--- src/rtl/alk_rot_pkg.sv ---
// ---------------------------------------------------------------------------
// alk_rot_pkg
//   Shared definitions for the sequenced ALK ROT-field executor:
//   default field widths, the default "modifies S/P" and "multi-cycle"
//   ROT maps, and the two-state sequencer enum.
// ---------------------------------------------------------------------------
package alk_rot_pkg;

  localparam int ALK_ROT_W = 6;
  localparam int ALK_CNT_W = 5;

  // ROT values that write the S or P latch on their final iteration.
  localparam logic [63:0] ALK_MODSP_MAP = (64'd1 << 8'h27) |
                                          (64'd1 << 8'h2D) |
                                          (64'd1 << 8'h2F) |
                                          (64'd1 << 8'h3B) |
                                          (64'd1 << 8'h3D) |
                                          (64'd1 << 8'h3F);

  // ROT values 0x38..0x3F iterate cnt_h times instead of once.
  localparam logic [63:0] ALK_MULTI_MAP = 64'hFF00_0000_0000_0000;

  typedef enum logic {
    IDLE = 1'b0,
    EXEC = 1'b1
  } alk_state_e;

endpackage : alk_rot_pkg

--- src/rtl/alk_rot_lut.sv ---
// ---------------------------------------------------------------------------
// alk_rot_lut
//   One-bit lookup of a ROT value into a 2^IDX_W-entry bit map.
//   Ports:
//     idx_h  in  IDX_W  ROT value used as table index
//     hit_h  out 1      MAP bit selected by idx_h
// ---------------------------------------------------------------------------
module alk_rot_lut #(
  parameter int                    IDX_W = 6,
  parameter logic [2**IDX_W-1:0]   MAP   = '0
) (
  input  logic [IDX_W-1:0] idx_h,
  output logic             hit_h
);

  assign hit_h = MAP[idx_h];

endmodule : alk_rot_lut

--- src/rtl/alk_rot_seq.sv ---
// ---------------------------------------------------------------------------
// alk_rot_seq
//   Sequenced ALK ROT-field executor. Accepts one microword ROT field per
//   handshake and runs it for 1..2^CNT_W-1 rotator iterations, strobing the
//   S/P-latch write (modsp_l, active low) only on the final iteration.
//
//   Handshake: a microword is accepted on a rising clk_h edge where
//   uvld_h & rdy_h. rdy_h is high when idle or on the last iteration of the
//   current op (back-to-back issue without a bubble) and is forced low by
//   flush_h; uvld_h may be held without rdy_h and carries no obligation.
//
//   Ports:
//     clk_h    in   1      system clock, rising edge
//     reset_l  in   1      asynchronous active-low reset
//     uvld_h   in   1      microword valid
//     rot_h    in   ROT_W  ROT micro-op field
//     cnt_h    in   CNT_W  iteration count (multi-cycle ops only, 0 => 1)
//     flush_h  in   1      synchronous abort of the current op
//     rdy_h    out  1      microword can be accepted this cycle
//     busy_h   out  1      an op is executing (state == EXEC)
//     rot_q_h  out  ROT_W  ROT of the executing / last op
//     step_h   out  1      a rotator iteration occurs this cycle
//     done_h   out  1      final iteration pulse
//     modsp_l  out  1      low while the S/P latch is written
// ---------------------------------------------------------------------------
module alk_rot_seq
  import alk_rot_pkg::*;
#(
  parameter int                  ROT_W     = ALK_ROT_W,
  parameter int                  CNT_W     = ALK_CNT_W,
  parameter logic [2**ROT_W-1:0] MODSP_MAP = ALK_MODSP_MAP,
  parameter logic [2**ROT_W-1:0] MULTI_MAP = ALK_MULTI_MAP
) (
  input  logic             clk_h,
  input  logic             reset_l,
  input  logic             uvld_h,
  input  logic [ROT_W-1:0] rot_h,
  input  logic [CNT_W-1:0] cnt_h,
  input  logic             flush_h,
  output logic             rdy_h,
  output logic             busy_h,
  output logic [ROT_W-1:0] rot_q_h,
  output logic             step_h,
  output logic             done_h,
  output logic             modsp_l
);

  alk_state_e       state_q, state_d;
  logic [CNT_W-1:0] rem_q,   rem_d;
  logic [ROT_W-1:0] rot_op_q, rot_op_d;

  logic             multi_hit;
  logic             modsp_hit;
  logic             in_exec;
  logic             last;
  logic             accept;
  logic [CNT_W-1:0] load_rem;

  // Multi-cycle classification is needed for the incoming field, the S/P
  // classification for the op being executed.
  alk_rot_lut #(
    .IDX_W (ROT_W),
    .MAP   (MULTI_MAP)
  ) u_multi_lut (
    .idx_h (rot_h),
    .hit_h (multi_hit)
  );

  alk_rot_lut #(
    .IDX_W (ROT_W),
    .MAP   (MODSP_MAP)
  ) u_modsp_lut (
    .idx_h (rot_op_q),
    .hit_h (modsp_hit)
  );

  assign in_exec = (state_q == EXEC);
  assign last    = in_exec && (rem_q == '0);
  assign rdy_h   = ~flush_h & (~in_exec | last);
  assign accept  = uvld_h & rdy_h;

  // rem counts iterations still to go after the current one, so it loads
  // N-1. A zero count is treated as a single iteration.
  always_comb begin
    load_rem = '0;
    if (multi_hit && (cnt_h != '0)) begin
      load_rem = cnt_h - 1'b1;
    end
  end

  always_comb begin
    state_d  = state_q;
    rem_d    = rem_q;
    rot_op_d = rot_op_q;
    if (flush_h) begin
      state_d = IDLE;
      rem_d   = '0;
    end else if (accept) begin
      rot_op_d = rot_h;
      rem_d    = load_rem;
      state_d  = EXEC;
    end else if (in_exec) begin
      if (last) begin
        state_d = IDLE;
      end else begin
        rem_d = rem_q - 1'b1;
      end
    end
  end

  always_ff @(posedge clk_h or negedge reset_l) begin
    if (!reset_l) begin
      state_q  <= IDLE;
      rem_q    <= '0;
      rot_op_q <= '0;
    end else begin
      state_q  <= state_d;
      rem_q    <= rem_d;
      rot_op_q <= rot_op_d;
    end
  end

  // busy_h is the FSM state itself (two states), so it doubles as the
  // state observation point.
  assign busy_h  = in_exec;
  assign rot_q_h = rot_op_q;
  assign step_h  = in_exec & ~flush_h;
  assign done_h  = last & ~flush_h;
  assign modsp_l = ~(last & modsp_hit & ~flush_h);

endmodule : alk_rot_seq

--- config.mk ---
export PLATFORM = sky130hd
export DESIGN_NAME = alk_rot_seq
export DESIGN_NICKNAME = d
export VERILOG_FILES = /design/src/rtl/alk_rot_pkg.sv /design/src/rtl/alk_rot_lut.sv /design/src/rtl/alk_rot_seq.sv
export SDC_FILE = /design/constraint.sdc
export NUM_CORES = 1
export LEC_CHECK = 0
export ABC_AREA = 1
export BUFFER_PORTS_ARGS = -buffer_cell sky130_fd_sc_hd__buf_4
export CORE_UTILIZATION = 44
export DETAILED_ROUTE_END_ITERATION = 7
export PLACE_DENSITY = 0.73
export SYNTH_ARGS = -nofsm -noshare
export SYNTH_HDL_FRONTEND = slang
export SYNTH_HIERARCHICAL = 1
export SYNTH_SLANG_ARGS = --single-unit
export TNS_END_PERCENT = 5
--- constraint.sdc ---
create_clock -name clk_h -period 1.25 [get_ports clk_h]
set_input_delay 0.125 -clock clk_h [delete_from_list [all_inputs] [get_ports clk_h]]
set_output_delay 0.125 -clock clk_h [all_outputs]
set_load 0.01 [all_outputs]
==> results of run 1 <==
[worst paths after layout]
| kind | startpoint | endpoint | slack, ns | cells after the start |
|---|---|---|---|---|
| worst min register to register | rem_q[1]$_DFFE_PN0P_ | rem_q[1]$_DFFE_PN0P_ | 0.51 | 2 |
| worst max-delay path | rem_q[0]$_DFFE_PN0P_ | modsp_l | -0.20 | 6 |
| worst min-delay path | rot_h[2] | rot_q_h[2]$_DFFE_PN0P_ | 0.04 | 3 |
| max in group asynchronous | reset_l | rem_q[0]$_DFFE_PN0P_ | 0.86 | 2 |
| min in group asynchronous | reset_l | rem_q[2]$_DFFE_PN0P_ | 0.23 | 2 |
| worst max register to register | rem_q[0]$_DFFE_PN0P_ | rem_q[3]$_DFFE_PN0P_ | -0.10 | 9 |
[sequential cells by signal, summed over array words and instances, names as in the netlist]
name,flops
rot_q_h,6
rem_q,5
busy_h,1
[cell type report]
class | instances | area, sq um
Clock buffer | 4 | 36.3
Multi-Input combinational cell | 90 | 479
Timing Repair Buffer | 33 | 254
Sequential cell | 12 | 300
Tap cell | 25 | 31.3
Inverter | 21 | 83.8
Fill cell | 161 | 542
[cell families (layout without fill, tap and decap cells)]
logic type / Yosys count / in the layout / share of synthesized area
buf+inv: 21 / 58 / 0.102
xor+xnor: 3 / 3 / 0.0321
compound gates: 3 / 3 / 0.0183
simple gates: 82 / 82 / 0.450
fa+ha+maj: 2 / 2 / 0.0306
flops: 12 / 12 / 0.367
[worst register-to-register path, cell delays in order (launching register included)]
cell and delay, ns:
dfrtp_1 0.40, inv_2 0.08, ha_4 0.14, nand3_4 0.10
nand2_4 0.11, nand3_4 0.13, clkinv_4 0.12, nand2_1 0.06
nand2_1 0.05, nand2_1 0.05
[metrics by stage]
stage               instance area (sq um)  cells  worst slack (ns)  setup TNS (ns)
finish                               1180    185            -0.203          -0.881
global placement                     1120    180           -0.0449          -0.183
floorplan                             847    123           -0.0193         -0.0578
global route                         1180    185            -0.262           -1.92
detailed placement                   1120    180           -0.0934          -0.354
CTS                                  1180    185            -0.214          -0.882
[cell usage after synthesis]
| cell type | count | share of area |
|---|---|---|
| nand2_1 | 57 | 0.26 |
| nand3_2 | 1 | 0.012 |
| clkinv_4 | 1 | 0.011 |
| nand3_4 | 1 | 0.021 |
| nor2_4 | 1 | 0.014 |
| a21oi_1 | 3 | 0.018 |
| nand2_4 | 1 | 0.014 |
| ha_1 | 2 | 0.031 |
| nand3b_1 | 1 | 0.0092 |
| nor2_1 | 8 | 0.037 |
| nand4_1 | 2 | 0.015 |
| nand2_2 | 1 | 0.0077 |
| xor2_1 | 1 | 0.011 |
| dfrtp_1 | 12 | 0.37 |
| inv_1 | 20 | 0.092 |
| nand3_1 | 6 | 0.037 |
| xnor2_1 | 2 | 0.021 |
| nor3_1 | 1 | 0.0061 |
| nor2_2 | 2 | 0.015 |
[layer usage]
metal	GRT usage	up-vias	share of wire
li1	-	443	-
met1	0.273	392	0.45
met2	0.359	32	0.50
met3	0.0400	4	0.040
met4	0.0909	0	0.015
met5	0	-	0
[repair_timing]
action / 4_1_cts / 5_1_grt
endpoints found under the setup margin: 11 / 15
hold buffers: 1 / 0
hold endpoints to repair: 12 / 0
pin swaps: 2 / 0
gates resized for setup: 5 / 0
[power by group through the flow]
stage	Clock [uW]	Sequential (uW)	Combinational, uW
6_report	313	520	578
5_1_grt	340	527	642
4_1_cts	325	518	580
3_5_place_dp	0	525	559
3_3_place_gp	0	522	549
2_1_floorplan	0	542	299
==> qor.txt, run 1 <==
Final Hold Fails: 0
Ports: 26
first drt pass iteration count: 4
drt wl/cell: 10.5 microns
vias in the first global route: 743
fin. max-slew vios: 0
Gate power share: 0.410
Peak VDD IR: 0.673 mV
Die Area: 2040 sq um
Avg Synthesized Cell Area: 6.65 sq um
CP max stage delay: 0.40 ns
CTS tree: built
Net Sw Power: 503 uW
CTS buffer count: 3
CP Class: register to output pin
FMAX: 0.688 GHz
critical path data required time: 1.12 ns
CP Buf/Inv Count: 2
routed wire length: 1950 microns
final setup fails: 10
gpl congestion: 0.839
antenna violations before repair: 0
Cell Rows: 15
share of layout cells above drive strength 1: 0.325
antenna fix cells: 0
failing checks: setup timing
global-route wire length before repair: 3130 microns
Final Total Pwr: 1410 uW
initial drt markers: 17
Die Ht: 45.1 microns
DRC: 0
P_int: 908 uW
grt ovf: 0
Starting Density: 0.474
Netlist cell types: 19
skew final: 0.000426 ns
Period minus WS final: 1.45 ns
Worst-Margin Slew: 0.204 ns
status: complete, but fails checks
syn nets: 140
Max-slew headroom: 0.864
DR vias: 871
clk root buf: clkbuf_4
most frequent cells in the layout: 57 x nand2_1, 31 x buf_4, 17 x inv_1
chip width: 45.1 microns
GRT Util Overall: 0.216
Worst path top cell family by delay: flip-flops
final worst-path cycle share: 1.16
Hold Crit Class: input pin to register
post-detail-place hpwl: 1530 microns
port bufs: 25
Layout Area Growth over Synthesis: 44.8%
Seq/Total Area, Yosys: 0.367
number of synthesized register bits: 12
Max Cap Viol: 0
Synth Cell Area: 818 sq um
Ys Warns: 6
clock buffer depth: 2
synthesized netlist cell count: 123
Clock Power Share: 0.222
CP cell instances: inv_2 -> ha_4 -> nand3_4 -> nor3_4 -> nand2_1 -> buf_6
worst-skew pair later-pin latency: 0.27 ns
Arrival @ worst endpoint: 1.33 ns
Cell Pwr Density: 1190 nW/um^2
worst-path maximum fanout: 3
Pleak: 0.000668 uW
Hold Slack: 0.0447 ns
largest net degree at the start of global routing: 13
clk slew on worst S/H paths: 0.08 ns
slowest CP cell: dfrtp_1
layout net count: 178
Worst Slack Setup Final: -0.203 ns
commonest non-fill, non-tap cell in the layout: nand2_1
core area: 1730 sq um
RSZ-0062 raised after global routing: true
sequential power share: 0.368
DRT antenna net count: 0
switch share: 0.357
Clock Sink Count: 12
Post-CTS Setup Inserts: 0
Via density: 4.71
Worst setup EP type: output pin
startpoint class of the critical path: register
Max H-tree Level: 1
fin util: 0.686
Power figures use the tool's default switching activity.
==> run 2: changes to the inputs <==
- CORE_UTILIZATION: 44 -> 47
- CTS_BUF_LIST: not set -> sky130_fd_sc_hd__clkbuf_4 sky130_fd_sc_hd__clkbuf_8
- PLACE_DENSITY: 0.73 -> 0.78
==> run 2 against run 1 <==
  * The flow finishes with violations (DRC, setup timing)
  * Sequential cell count unchanged
  * Via count shrank 2.1%
  * Register-to-register slack better by 0.02 ns
  * Power shrank 5.1%
  * Clock skew rose by 0.00098 ns
  * Cell area fell by 2.4%
  * Combinational power barely moved
  * Maximum frequency down 2.3%
  * Utilization is 5.5 points higher
  * Clock-buffer cell count is 1 lower
  * Worst setup slack got worse by 0.035 ns
  * Critical endpoint unchanged
  * Largest cell class unchanged
  * Largest power group unchanged
==> qor.txt, run 2 (synthesis gave the netlist of run 1 again) <==
status: complete, but fails checks
failing checks: DRC, setup timing
antenna violations before repair: 0
final worst-path cycle share: 1.19
CP endpoint: modsp_l
Cell Rows: 14
CTS buffer count: 3
Worst Slack Setup Final: -0.238 ns
largest net degree at the start of global routing: 13
DR vias: 853
Pleak: 0.000659 uW
flip-flop count of the largest register after layout: 6
Hold Crit Class: input pin to register
gpl congestion: 0.830
Die Area: 1910 sq um
Via density: 4.87
drt wl/cell: 11.0 microns
CP Class: register to output pin
Die Ht: 43.7 microns
fin util: 0.742
first drt pass iteration count: 6
Period minus WS final: 1.49 ns
Peak VDD IR: 0.656 mV
routed wire length: 1930 microns
DRT antenna net count: 0
Max H-tree Level: 1
share of layout cells above drive strength 1: 0.321
GRT Util Overall: 0.226
Final Hold Fails: 0
CTS tree: built
hold depth: 3
Post-CTS Setup Inserts: 0
Worst-Margin Slew: 0.203 ns
Max Cap Viol: 0
Starting Density: 0.525
RSZ-0062 raised after global routing: true
Reg2Reg Launch Point: rem_q[1]$_DFFE_PN0P_
Final Total Pwr: 1340 uW
most frequent cells in the layout: 57 x nand2_1, 31 x buf_4, 17 x inv_1
global-route wire length before repair: 3150 microns
initial drt markers: 20
R2R depth: 9
critical path data required time: 1.12 ns
layout net count: 178
DRC: 1
setup tns final: -0.931 ns
skew final: 0.00141 ns
antenna fix cells: 0
FMAX: 0.672 GHz
Cell Pwr Density: 1160 nW/um^2
Clock Sink Count: 12
Arrival @ worst endpoint: 1.36 ns
commonest non-fill, non-tap cell in the layout: nand2_1
worst-path maximum fanout: 3
slack of the worst reg-to-reg path: -0.08 ns
core area: 1560 sq um
chip width: 43.7 microns
grt ovf: 0
Worst setup EP type: output pin
Layout Area Growth over Synthesis: 41.3%
Worst Setup SP: rem_q[1]$_DFFE_PN0P_
port bufs: 25
clock buffer depth: 2
Max-slew headroom: 0.865
Hold Slack: 0.0461 ns
Worst R2R End: rem_q[0]$_DFFE_PN0P_
worst-skew pair later-pin latency: 0.27 ns
Ports: 26
fin. max-slew vios: 0
final setup fails: 9
startpoint class of the critical path: register
vias in the first global route: 796
clk root buf: clkbuf_4
post-detail-place hpwl: 1560 microns
clk slew on worst S/H paths: 0.08 ns
run 2: changes by cell type in the layout (fill, tap and decap cells not counted), sizes merged:
| cell | before | now |
|---|---|---|
| clkbuf | 4 | 3 |
run 2: how the worst min path moves through the flow:
stage	slack, ns	start	to
floorplan	-0.17	reset_l	busy_h$_DFF_PN0_
global placement	-0.03	reset_l	rot_q_h[0]$_DFFE_PN0P_
detailed placement	-0.02	reset_l	rot_q_h[0]$_DFFE_PN0P_
CTS	0.04	rot_h[2]	rot_q_h[2]$_DFFE_PN0P_
global route	0.06	rot_h[2]	rot_q_h[2]$_DFFE_PN0P_
finish	0.05	rot_h[2]	rot_q_h[2]$_DFFE_PN0P_
run 2: final cells by class:
class | instances | area (sq um)
clock buffer | 3 | 22.5
sequential | 12 | 302
tap | 16 | 20.0
inverter | 21 | 83.8
multi-input combinational | 90 | 474
timing repair buffer | 33 | 254
fill | 146 | 403
run 2: through the flow:
stage / cells / cell area (sq um) / setup WS (ns)
5_1_grt: 175 / 1160 / -0.307
3_5_place_dp: 171 / 1110 / -0.0911
4_1_cts: 175 / 1150 / -0.238
3_3_place_gp: 171 / 1110 / -0.0441
6_report: 175 / 1160 / -0.238
2_1_floorplan: 123 / 847 / -0.0193
run 2: critical path, cell delays in order, from the launching register on:
cell     delay (ns)
dfrtp_1        0.39
inv_2          0.08
ha_4           0.15
nand3_4        0.11
nor3_4         0.15
nand2_1        0.08
buf_6          0.12
run 2: timing repair:
| item | in CTS | in global routing |
|---|---|---|
| hold buffers | 1 | 0 |
| pin swaps | 2 | 0 |
| setup endpoints to repair | 14 | 15 |
| endpoints found under the hold margin | 12 | 0 |
| resized for setup | 3 | 2 |
| gates cloned | 0 | 0 |
run 2: power by group:
| group | switching [uW] | internal [uW] | leakage (uW) | total, uW |
|---|---|---|---|---|
| combinational | 304 | 274 | 0.000494 | 578 |
| sequential | 59.1 | 458 | 0.000151 | 517 |
| clock | 133 | 112 | 0.0000138 | 245 |
run 2: per-layer routing:
metal / up-vias / wire [microns] / global-route usage
li1: 442 / - / -
met1: 385 / 830 / 0.274
met2: 22 / 992 / 0.397
met3: 4 / 67 / 0.0125
met4: 0 / 35 / 0.125
met5: - / 0 / 0
==> run 3: changes to the inputs <==
- RECOVER_POWER: not set -> 50
==> run 3 against run 2 <==
  * The flow still finishes with violations (DRC, setup timing)
  * Utilization is 0.24 points lower
  * Maximum frequency hardly changed
  * Worst setup slack hardly changed
  * Sequential power hardly changed
  * Hold slack better by 0.00085 ns
  * Sequential share of layout area is 0.085 points higher
  * Die area stayed put
  * Clock skew hardly changed
  * Routed wire length is 0.42% lower
  * Non-clock buffer count stayed put
  * Global-route usage stayed put
  * Final cell count stayed put
  * Largest cell class unchanged
==> qor.txt, run 3 (synthesis gave the netlist of run 1 again) <==
antenna violations before repair: 0
fin util: 0.739
DRT antenna net count: 0
clock buffer depth: 2
clk slew on worst S/H paths: 0.07 ns
routed wire length: 1920 microns
Max H-tree Level: 1
post-detail-place hpwl: 1560 microns
share of layout cells above drive strength 1: 0.314
drt wl/cell: 11.0 microns
chip width: 43.7 microns
P_int: 843 uW
sequential power share: 0.387
Final Total Pwr: 1340 uW
Net Sw Power: 493 uW
Worst R2R End: rem_q[0]$_DFFE_PN0P_
multi-input logic area: 474 sq um
CP Class: register to output pin
Hold Crit Class: input pin to register
port bufs: 25
Max-slew headroom: 0.534
Worst setup EP type: output pin
largest net degree at the start of global routing: 13
most frequent cells in the layout: 57 x nand2_1, 30 x buf_4, 17 x inv_1
R2R depth: 9
hold path endpoint: rot_q_h[2]$_DFFE_PN0P_
worst-path maximum fanout: 3
Peak VDD IR: 0.653 mV
slack of the worst reg-to-reg path: -0.09 ns
Clock Power Share: 0.181
layout net count: 178
failing checks: DRC, setup timing
startpoint class of the critical path: register
initial drt markers: 20
Layout Area Growth over Synthesis: 40.8%
GRT Util Overall: 0.226
Clock Sink Count: 12
Gate power share: 0.431
flip-flop count of the largest register after layout: 6
skew final: 0.00120 ns
commonest non-fill, non-tap cell in the layout: nand2_1
FMAX: 0.672 GHz
Die Ht: 43.7 microns
Fill cells: 148
Pleak: 0.000655 uW
critical path data required time: 1.12 ns
DR vias: 857
RSZ-0062 raised after global routing: true
worst-skew pair later-pin latency: 0.27 ns
global-route wire length before repair: 3150 microns
fin. max-slew vios: 0
hold_sp: rot_h[2]
register area: 302 sq um
hold depth: 3
CTS buffer count: 3
Cell Rows: 14
Cell Pwr Density: 1160 nW/um^2
antenna fix cells: 0
status: complete, but fails checks
Via density: 4.90
first drt pass iteration count: 6
Hold Slack: 0.0469 ns
final worst-path cycle share: 1.19
core area: 1560 sq um
setup tns final: -0.949 ns
Max Cap Viol: 0
Ports: 26
Reg2Reg Launch Point: rem_q[1]$_DFFE_PN0P_
DRC: 1
grt ovf: 0
Starting Density: 0.525
final setup fails: 12
Final Hold Fails: 0
clk root buf: clkbuf_4
Worst-Margin Slew: 0.700 ns
Placement Setup Slack: -0.0911 ns
Arrival @ worst endpoint: 1.36 ns
vias in the first global route: 796
Period minus WS final: 1.49 ns
gpl congestion: 0.830
CTS tree: built
switch share: 0.369
Post-CTS Setup Inserts: 0
Worst Slack Setup Final: -0.238 ns
Die Area: 1910 sq um
## run 3: cell count changes in the layout (fill, tap and decap cells not counted)
cell      previous run  this run
buf_4               31        30
clkbuf_1             0         1
## run 3: worst max-delay path, stage by stage (launching register included)
cell and delay, ns:
dfrtp_1 0.39, inv_2 0.08, ha_4 0.15, nand3_4 0.11, nor3_4 0.15, nand2_1 0.08, buf_6 0.12
## run 3: what timing repair did
item | 4_1_cts | 5_1_grt
cloned | 0 | 0
hold buffers | 1 | 0
endpoints found under the hold margin | 12 | 0
resized for setup | 3 | 2
pin swaps | 2 | 0
setup endpoints to repair | 14 | 15
## run 3: power groups by stage
stage / sequential (uW) / clock, uW / combinational, uW
6_report: 517 / 242 / 576
5_1_grt: 529 / 259 / 636
4_1_cts: 517 / 251 / 576
3_5_place_dp: 524 / 0 / 565
3_3_place_gp: 521 / 0 / 549
2_1_floorplan: 542 / 0 / 299
## run 3: cell type report
| type | instances | area share |
|---|---|---|
| repair buffers | 33 | 0.217 |
| inverters | 21 | 0.0727 |
| well taps | 16 | 0.0174 |
| multi-input cells | 90 | 0.412 |
| flip-flops and latches | 12 | 0.262 |
| clock buffers | 3 | 0.0195 |
## run 3: how the worst max path moves through the flow
stage	start	endpoint	cells after the start
6_report	rem_q[1]$_DFFE_PN0P_	modsp_l	6
5_1_grt	rem_q[1]$_DFFE_PN0P_	modsp_l	6
4_1_cts	rem_q[1]$_DFFE_PN0P_	modsp_l	6
3_5_place_dp	rem_q[1]$_DFFE_PN0P_	rem_q[0]$_DFFE_PN0P_	9
3_3_place_gp	rem_q[1]$_DFFE_PN0P_	rem_q[1]$_DFFE_PN0P_	9
2_1_floorplan	rem_q[1]$_DFFE_PN0P_	rem_q[3]$_DFFE_PN0P_	9
## run 3: routing by layer
metal	GRT usage	share of wire
met1	0.274	0.43
met2	0.397	0.52
met3	0.0125	0.035
met4	0.125	0.018
met5	0	0
## run 3: metrics by stage
step / std cells / cell area (sq um)
2_1_floorplan: 123 / 847
3_3_place_gp: 171 / 1110
3_5_place_dp: 171 / 1110
4_1_cts: 175 / 1150
5_1_grt: 175 / 1150
6_report: 175 / 1150
